$ cat config.mk
export PLATFORM = sky130hd
export DESIGN_NAME = msk_g4_share_encoder
export DESIGN_NICKNAME = d
export VERILOG_FILES = /design/src/rtl/msk_g4_share_encoder.sv
export SDC_FILE = /design/constraint.sdc
export NUM_CORES = 1
export LEC_CHECK = 0
export ABC_AREA = 1
export CORE_AREA = 4 4 95 97
export CTS_CLUSTER_DIAMETER = 80
export DETAILED_ROUTE_END_ITERATION = 8
export DIE_AREA = 0 0 99 101
export DONT_BUFFER_PORTS = 1
export SYNTH_ARGS = -nofsm -noshare
export SYNTH_HDL_FRONTEND = slang
export SYNTH_SLANG_ARGS = --single-unit
export TNS_END_PERCENT = 20
$ cat constraint.sdc
create_clock -name clk -period 1.4 [get_ports clk]
set_input_delay 0.14 -clock clk [delete_from_list [all_inputs] [get_ports clk]]
set_output_delay 0.14 -clock clk [all_outputs]
set_load 0.05 [all_outputs]
$ cat src/rtl/msk_g4_share_encoder.sv
// Producer side of the masked GF(4) multiplier: splits unmasked words into D-share
// bitsliced sharings and delivers them through a 2-entry elastic buffer.

module msk_g4_share_lane #(
  parameter int D = 2
) (
  input  logic [1:0]         i_x,
  input  logic [2*(D-1)-1:0] i_mask,
  output logic [D-1:0]       o_s0,
  output logic [D-1:0]       o_s1
);

  always_comb begin : comb_share
    logic [1:0] acc;
    acc  = i_x;
    o_s0 = '0;
    o_s1 = '0;
    for (int i = 1; i < D; i++) begin
      o_s0[i] = i_mask[2*(i-1)];
      o_s1[i] = i_mask[2*(i-1)+1];
      acc     = acc ^ i_mask[2*(i-1) +: 2];
    end
    o_s0[0] = acc[0];
    o_s1[0] = acc[1];
  end

endmodule

module msk_g4_share_encoder #(
  parameter int D = 2,
  parameter int N = 4
) (
  input  logic                 clk,
  input  logic                 nrst,
  input  logic [2*N-1:0]       in_data,
  input  logic                 in_valid,
  input  logic [2*N*(D-1)-1:0] in_rnd,
  input  logic                 rnd_valid,
  output logic                 in_ready,
  output logic [N*D-1:0]       out0,
  output logic [N*D-1:0]       out1,
  output logic [N*D-1:0]       out0_prev,
  output logic [N*D-1:0]       out1_prev,
  output logic                 out_valid,
  input  logic                 out_ready,
  output logic                 rnd_ready
);

  typedef enum logic [1:0] {S_EMPTY, S_ONE, S_FULL} state_t;

  state_t         r_state, w_next;
  logic [N*D-1:0] w_sh0, w_sh1;
  logic [N*D-1:0] r_head0, r_head1, r_tail0, r_tail1, r_prev0, r_prev1;
  logic           w_acc, w_pop, w_ld_head_new, w_ld_head_tail, w_ld_tail;

  for (genvar k = 0; k < N; k++) begin : g_lane
    msk_g4_share_lane #(.D(D)) u_lane (
      .i_x    (in_data[2*k +: 2]),
      .i_mask (in_rnd[2*k*(D-1) +: 2*(D-1)]),
      .o_s0   (w_sh0[k*D +: D]),
      .o_s1   (w_sh1[k*D +: D])
    );
  end

  // Handshake flags are gated by nrst so nothing is accepted or offered in a reset cycle.
  assign in_ready  = nrst & (r_state != S_FULL);
  assign out_valid = nrst & (r_state != S_EMPTY);
  assign w_acc     = in_valid & rnd_valid & in_ready;
  assign w_pop     = out_valid & out_ready;
  assign rnd_ready = w_acc;

  always_comb begin
    w_next         = r_state;
    w_ld_head_new  = 1'b0;
    w_ld_head_tail = 1'b0;
    w_ld_tail      = 1'b0;
    case (r_state)
      S_EMPTY: if (w_acc) begin
        w_next        = S_ONE;
        w_ld_head_new = 1'b1;
      end
      S_ONE: begin
        if (w_acc && w_pop) begin
          w_ld_head_new = 1'b1;
        end else if (w_acc) begin
          w_next    = S_FULL;
          w_ld_tail = 1'b1;
        end else if (w_pop) begin
          w_next = S_EMPTY;
        end
      end
      S_FULL: if (w_pop) begin
        w_next         = S_ONE;
        w_ld_head_tail = 1'b1;
      end
      default: w_next = S_EMPTY;
    endcase
  end

  always_ff @(posedge clk) begin
    if (!nrst) begin
      r_state <= S_EMPTY;
      r_head0 <= '0;
      r_head1 <= '0;
      r_tail0 <= '0;
      r_tail1 <= '0;
      r_prev0 <= '0;
      r_prev1 <= '0;
    end else begin
      r_state <= w_next;
      r_prev0 <= r_head0;
      r_prev1 <= r_head1;
      if (w_ld_head_new) begin
        r_head0 <= w_sh0;
        r_head1 <= w_sh1;
      end else if (w_ld_head_tail) begin
        r_head0 <= r_tail0;
        r_head1 <= r_tail1;
      end
      if (w_ld_tail) begin
        r_tail0 <= w_sh0;
        r_tail1 <= w_sh1;
      end
    end
  end

  assign out0      = r_head0;
  assign out1      = r_head1;
  assign out0_prev = r_prev0;
  assign out1_prev = r_prev1;

endmodule
* Yosys cells after proc, flatten, opt, wreduce, memory -nomap -nowiden *
Cells that the tools add are included.

word-level totals
  output and inout bits = 35
  bits of input ports = 21
  register bits after elaboration = 50
  logic and storage cells = 45

operators by class
  bitwise operators = 9
  equality and inequality tests = 7
  multiplexer cells = 17
  reductions and logical operators = 5

operators by type and width
  cell                number
  $mux 8              4
  $mux 2              5
  $ne 2x2->1 const B  4
  $xor 2x2->2         4
  $mux 1              6
  $pmux 2 s3          1
  $and 1x1->1         5
  $reduce_and 4->1    1
  $reduce_bool 2->1   2
  $ne 3x3->1 const B  1
  $eq 2x1->1 const B  1
  $eq 2x2->1 const B  1
  $logic_not 2->1     1
  $pmux 1 s2          1
  $logic_and 1x1->1   1

* Depth between registers and ports, before layout *
Gate-level depths: netlist (run 1).

  word-level depth = 7
  gate-level depth with buffers = 11
  gate-level depth less buffers = 10

* By module *
A second synthesis (run 1) with hierarchy kept.

second synthesis, totals
  cell total of the unflattened synthesis = 300
  area, all modules = 2,109.5 um^2

by module, submodules not included
  module                instances  sequential area each (um^2)  cells each  area an instance (um^2)
  msk_g4_share_encoder  1          1,001.0                      252         1,899.3
  msk_g4_share_lane     4          0.0                          12          52.6

* Least setup slack after synthesis (run 1) *
OpenSTA, ideal clock, no wires.

  path type = input to output
  from = input nrst
  to = output out_valid
  setup slack = -0.062 ns
  arrival time = 1.322 ns
  data required time = 1.260 ns
  stages = 3
  buffers on the path = 1
  cell sequence = buf_2 clkinv_1 a21oi_1

between the ends
  word-level cells in the longest chain between the ends = 1

RTL lines
  what                line  source
  start: declaration  34    input logic nrst,
  $and 1x1->1         67    assign out_valid = nrst & (r_state != S_EMPTY);
  end: declaration    44    output logic out_valid,

No other way between the ends.

* Worst setup path in the final report (run 1) *
  from = register r_state[1]
  to = output out_valid

between the ends
  word-level cells in the longest chain between the ends = 2

RTL lines
  what                      line  source
  start: declaration        51    state_t r_state, w_next;
  start signal: assignment  110   r_state <= w_next;
  $reduce_bool 2->1         67
  $and 1x1->1               67

No other way between the ends.

==> flow_summary.json, run 1 <==
{
  "io_buffer_count": 0,
  "row_count": 33,
  "seq_area_frac_synth_pct": 49.7,
  "place_inst": 388,
  "grt_max_degree": 21,
  "async_flop_share_pct": 0,
  "ys_ff_latch": 50,
  "place_congestion": 0.747,
  "multiInputGateArea_um2": 888,
  "setup_viol": 0,
  "fmax_mhz": 728,
  "rsz0062_at_grt": "yes",
  "p_sw_share_pct": 29.2,
  "clockRootBuffer": "clkbuf_8",
  "synth_area_leaders": "dfxtp_1, nand2_1, nor2_1",
  "synth_nets": 287,
  "peakVddDrop_v": 0.000359,
  "final_util_pct": 34.2,
  "clk_latency_ps": 300,
  "postRouteAntennaNets": 0,
  "nFillCells": 847,
  "grt_util_met3_pct": 3.67,
  "worstPathMaxFanout": 5,
  "drive_above_1_share_pct": 23.8,
  "seq_area_um2": 1010,
  "via_count": 1804,
  "status": "complete, no violations",
  "path_class": "reg2out",
  "nNetsFinal": 341,
  "first_pass_iters": 4,
  "critPathLaunch": "r_state[1]$_SDFFE_PN0P_",
  "grt_util_met1_pct": 12.5,
  "synth_top_cell_area_share_pct": 49.7,
  "cts_buffer_depth": 2,
  "slew_violations": 0,
  "ys.flop_type": "dfxtp_1",
  "routed_via_density": 4.24,
  "drt-initial-drc-count": 63,
  "pwr-share-clk_pct": 28.3,
  "cts_tree": "yes",
  "track_usage_pct": 10.4,
  "powerDensity_nw_per_um2": 1020,
  "critPathRequiredTime_ps": 1260,
  "start_kind": "flip-flop",
  "synth_common_cells": "nand2_1, dfxtp_1, nor2_1",
  "finalNonFillerCells": 425,
  "slew_headroom_pct": 57.4,
  "routed_wl_um": 5270,
  "grt_pass1_vias": 1663,
  "gr-usage-met2_pct": 17.5,
  "pwr-share-seq_pct": 55.5,
  "synth_edf_count": 0,
  "synth.yosys.warnings": 0,
  "synth_area_um2": 2010,
  "crit_arrival_ps": 1230,
  "setup_tns_ps": 0,
  "n_antenna_cell": 0,
  "p_int_uw": 2000,
  "leakage_uw": 0.00129,
  "ioPinCount": 56,
  "avgSynthCellArea_um2": 7.57,
  "hp-start": "in_rnd[4]",
  "antenna_found_initial": 0,
  "die_y_um": 101,
  "fin_crit_ps": 1370,
  "htree_levels": 2,
  "ys_types": 23,
  "hold_violations": 0,
  "coreArea_um2": 8130,
  "synthCells": 266,
  "fin_crit_sh_pct": 98.2,
  "tightestPinTransition_ps": 636,
  "drv_cap": 0,
  "die_w_um": 99,
  "drc": 0,
  "pwr-share-comb_pct": 16.2,
  "wl_per_cell_um": 12.4,
  "grt_pass1_wl_um": 8180,
  "grt.busiest_layer": "met2",
  "grt-ovfl-total": 0,
  "start_util_pct": 24.8,
  "worst_setup_path_end_kind": "output pin",
  "cts_buffers": 5,
  "fin_skew_ps": 7.65,
  "hold_path_class": "in2reg",
  "power.switching_uw": 824,
  "clock_sinks": 50,
  "yosysMostFrequentCell": "nand2_1",
  "hpwl_um": 3650,
  "die-area_um2": 10000,
  "area_growth_pct": 38.0,
  "yosys.area.top_type": "dfxtp_1",
  "clkTransAtPathRegs_ps": 90,
  "worst_hold_slack_ps": 9.75,
  "timing.rr.start": "r_state[0]$_SDFFE_PN0P_"
}
## stage by stage
step           power, uW  setup WS (ps)  instance area, um^2
6_report            2820           25.7                 2780
5_1_grt             2960          -31.4                 2780
4_1_cts             2810          -9.50                 2590
3_5_place_dp        1980          -21.1                 2300
3_3_place_gp        1970           36.6                 2300
2_1_floorplan       1880           27.8                 2020
## area by class of cell
| class | count | area share, % |
|---|---|---|
| Inverter | 30 | 4.50 |
| Tap cell | 105 | 4.73 |
| Timing Repair Buffer | 59 | 19.7 |
| Multi-Input combinational cell | 174 | 32.0 |
| Clock inverter | 1 | 0.270 |
| Sequential cell | 50 | 36.2 |
| Clock buffer | 6 | 2.61 |
## path summary, 6_finish.rpt
kind	cells after the start	slack, ps	endpoint
max	4	30	out_valid
min	2	10	r_tail0[5]$_SDFFE_PN0P_
max reg2reg	8	50	r_tail0[1]$_SDFFE_PN0P_
min reg2reg	2	450	out1_prev[3]$_SDFF_PN0_
## placed cells by master, fill, tap and decap left out, types with 2 or more instances in the layout
master         synthesis  layout
inv_1                 24      24
a21oi_2                0       4
nand3_2                1       4
o21ai_0               15      13
a21oi_1                8       4
nor2_2                 0       2
dfxtp_1               50      48
buf_4                  3      30
buf_6                  3       6
inv_2                  5       2
xor2_1                 4       4
nor2_1                34      32
o21ai_1                1       3
nand2_1               73      65
clkbuf_8               0       5
dlygate4sd3_1          0      21
nand2_2                2       7
nand3_1               25      22
inv_4                  0       2
xnor2_1                4       4
nand2_4                3       6
## state kept, by name, indices dropped and copies added, names as in the netlist
| signal | flops |
|---|---|
| out0 | 8 |
| out0_prev | 8 |
| out1 | 8 |
| out1_prev | 8 |
| r_state | 2 |
| r_tail0 | 8 |
| r_tail1 | 8 |
## logic make-up after synthesis
| group | after synthesis | synth area share [%] |
|---|---|---|
| flip-flops | 50 | 49.7 |
| AND/OR/NAND/NOR | 141 | 30.7 |
| buffers and inverters | 42 | 9.63 |
| XOR/XNOR | 8 | 3.48 |
| AO/OA/AOI/OAI | 25 | 6.46 |
## worst max-delay path, stage by stage (launching register included)
cell and delay, ps:
dfxtp_4 390, inv_2 50, buf_4 140, a21oi_2 160, buf_6 180
## power by group through the flow
stage,Combinational [uW],Sequential [uW],Clock [uW]
5_1_grt,496,1570,889
3_5_place_dp,372,1600,0
4_1_cts,419,1570,826
3_3_place_gp,371,1600,0
2_1_floorplan,170,1710,0
6_report,458,1570,800
## what timing repair did
| item | CTS | global route |
|---|---|---|
| setup buffers | 0 | 8 |
| hold buffers | 20 | 1 |
| gates resized for setup | 5 | 33 |
| hold endpoints to repair | 35 | 1 |
| pin swaps | 0 | 8 |
| setup endpoints to repair | 16 | 24 |
| cloned | 0 | 1 |
## metal layers
metal / routed length, um / part of all wire [%]
met1: 2260 / 43
met2: 2560 / 49
met3: 391 / 7.4
met4: 56 / 1.1
met5: 0 / 0
No activity file was read; power rests on OpenSTA's default activity.
==> run 2, diff against run 1 <==
--- a/config.mk
+++ b/config.mk
@@ -6,11 +6,14 @@
 export NUM_CORES = 1
 export LEC_CHECK = 0
 export ABC_AREA = 1
+export CELL_PAD_IN_SITES_DETAIL_PLACEMENT = 0
+export CELL_PAD_IN_SITES_GLOBAL_PLACEMENT = 1
 export CORE_AREA = 4 4 95 97
 export CTS_CLUSTER_DIAMETER = 80
 export DETAILED_ROUTE_END_ITERATION = 8
 export DIE_AREA = 0 0 99 101
 export DONT_BUFFER_PORTS = 1
+export PLACE_DENSITY_LB_ADDON = 0.1
 export SYNTH_ARGS = -nofsm -noshare
 export SYNTH_HDL_FRONTEND = slang
 export SYNTH_SLANG_ARGS = --single-unit
==> constraint.sdc (replaced) <==
create_clock -name clk -period 1.4 [get_ports clk]
set_input_delay 0.14 -clock clk [delete_from_list [all_inputs] [get_ports clk]]
set_output_delay 0.14 -clock clk [all_outputs]
set_load 0.1 [all_outputs]
==> run 2 against run 1 <==
  * Setup slack better by 17 ps
  * Critical path depth up 2
  * Maximum frequency up 1.2%
  * Clock power up 30%
  * Sequential share of layout area down 0.75 points
  * Total power up 16%
  * Final cell count up 0.71%
  * Count of clock-buffer cells in the layout unchanged
  * Global-route usage up 1.4 points
  * Routed wire length up 4.8%
  * Non-clock buffer count up 2
  * Sequential power down 4%
==> flow_summary.json, run 2 (synthesized netlist as in run 1, its figures left out) <==
{
  "drv_cap": 0,
  "area_growth_pct": 41.0,
  "final_common_cell": "nand2_1",
  "nNetsFinal": 343,
  "ioPinCount": 56,
  "peakVddDrop_v": 0.000366,
  "path_class": "reg2out",
  "grt_pass1_wl_um": 9330,
  "r2r_cells": 9,
  "wl_per_cell_um": 12.9,
  "via_count": 1769,
  "r2r_setup_slack_ps": 70,
  "routed_via_density": 4.13,
  "n_antenna_cell": 0,
  "fmax_mhz": 737,
  "cts_buffer_depth": 2,
  "multiInputGateArea_um2": 861,
  "grt-ovfl-total": 0,
  "slew_violations": 0,
  "layout_common_cells": "nand2_1, dfxtp_1, buf_4, nor2_1, nand3_1",
  "row_count": 33,
  "status": "complete, no violations",
  "worst_setup_path_end_kind": "output pin",
  "slew_headroom_pct": 75.5,
  "cts_buffers": 5,
  "hpwl_um": 3800,
  "postRouteAntennaNets": 0,
  "setup_tns_ps": 0,
  "crit_arrival_ps": 1220,
  "tightestPinTransition_ps": 365,
  "clock_sinks": 50,
  "place_inst": 411,
  "fin_crit_ps": 1360,
  "worst_hold_slack_ps": 16.9,
  "start_kind": "flip-flop",
  "total_power_uw": 3290,
  "die_w_um": 99,
  "drc": 0,
  "seq_area_um2": 1010,
  "leakage_uw": 0.00137,
  "critPathLaunch": "r_state[0]$_SDFFE_PN0P_",
  "r2r-end": "out1[5]$_SDFFE_PN0P_",
  "final_util_pct": 34.9,
  "drt-initial-drc-count": 59,
  "grt_max_degree": 33,
  "start_util_pct": 24.8,
  "nFillCells": 865,
  "endpoint": "rnd_ready",
  "die-area_um2": 10000,
  "fin_skew_ps": 9.26,
  "fin_crit_sh_pct": 97.0,
  "setup_viol": 0,
  "rsz0062_at_grt": "yes",
  "worstPathMaxFanout": 4,
  "die_y_um": 101,
  "clkTransAtPathRegs_ps": 100,
  "hold_violations": 0,
  "drive_above_1_share_pct": 26.3,
  "io_buffer_count": 0,
  "finalNonFillerCells": 428,
  "critPathRequiredTime_ps": 1260,
  "clk_latency_ps": 300,
  "first_pass_iters": 3,
  "antenna_found_initial": 0,
  "hold_path_class": "in2reg",
  "powerDensity_nw_per_um2": 1160,
  "place_congestion": 0.782,
  "htree_levels": 2,
  "grt_pass1_vias": 1876,
  "timing.rr.start": "r_state[0]$_SDFFE_PN0P_",
  "routed_wl_um": 5520,
  "track_usage_pct": 11.8,
  "clockRootBuffer": "clkbuf_8",
  "coreArea_um2": 8130,
  "cts_tree": "yes"
}
run 2: cell types whose count changed in the layout (fill, tap and decap cells not counted), sizes merged:
cell and change:
bufinv +1, buf +17, dlygate4sd3 -14, clkbuf -1
run 2: per-layer routing:
metal	share of wire, %	vias up	wire length, um	GRT usage [%]
met5	0	-	0	0
met3	4.2	6	234	2.98
met1	45	801	2490	13.9
met4	1.5	0	82	4.10
li1	-	928	-	-
met2	49	34	2720	20.8
run 2: final cells by class:
type	instances	share of cell area [%]
clock buffer	6	2.56
clock inverter	2	1.32
inverter	30	4.14
multi-input combinational	174	30.3
sequential	50	35.4
tap	105	4.63
timing repair buffer	61	21.6
run 2: worst min-delay path by stage:
stage | from | to | slack, ps | depth (start not counted)
2_1_floorplan | in_rnd[0] | out0[1]$_SDFFE_PN0P_ | 270 | 2
3_3_place_gp | nrst | out1_prev[1]$_SDFF_PN0_ | 250 | 2
3_5_place_dp | nrst | out0_prev[7]$_SDFF_PN0_ | 250 | 2
4_1_cts | in_rnd[1] | r_tail1[1]$_SDFFE_PN0P_ | 0.06 | 2
5_1_grt | in_rnd[1] | r_tail1[1]$_SDFFE_PN0P_ | 50 | 2
6_report | in_rnd[1] | r_tail1[1]$_SDFFE_PN0P_ | 20 | 2
run 2: stage by stage:
stage / worst slack [ps] / cell area (um^2)
final: 42.6 / 2840
after CTS: 0.617 / 2780
after global placement: 63.5 / 2570
after global routing: -24.0 / 2840
after detailed placement: 62.6 / 2570
after floorplan: -162 / 2020
run 2: critical path: stages, from the launching register on:
cell,delay [ps]
dfxtp_2,360
inv_4,60
nand2_4,60
nand3_4,80
buf_6,130
inv_2,60
buf_12,170
run 2: repair_timing:
action | in CTS | in global routing
hold endpoints to repair | 35 | 0
pin swaps | 0 | 5
hold buffers | 8 | 0
endpoints found under the setup margin | 3 | 12
setup buffers | 0 | 1
resized for setup | 5 | 14
run 2: power breakdown:
| group | leakage [uW] | switching [uW] | internal [uW] |
|---|---|---|---|
| Clock | 0.0000514 | 504 | 534 |
| Sequential | 0.000408 | 25.5 | 1480 |
| Combinational | 0.000916 | 547 | 197 |
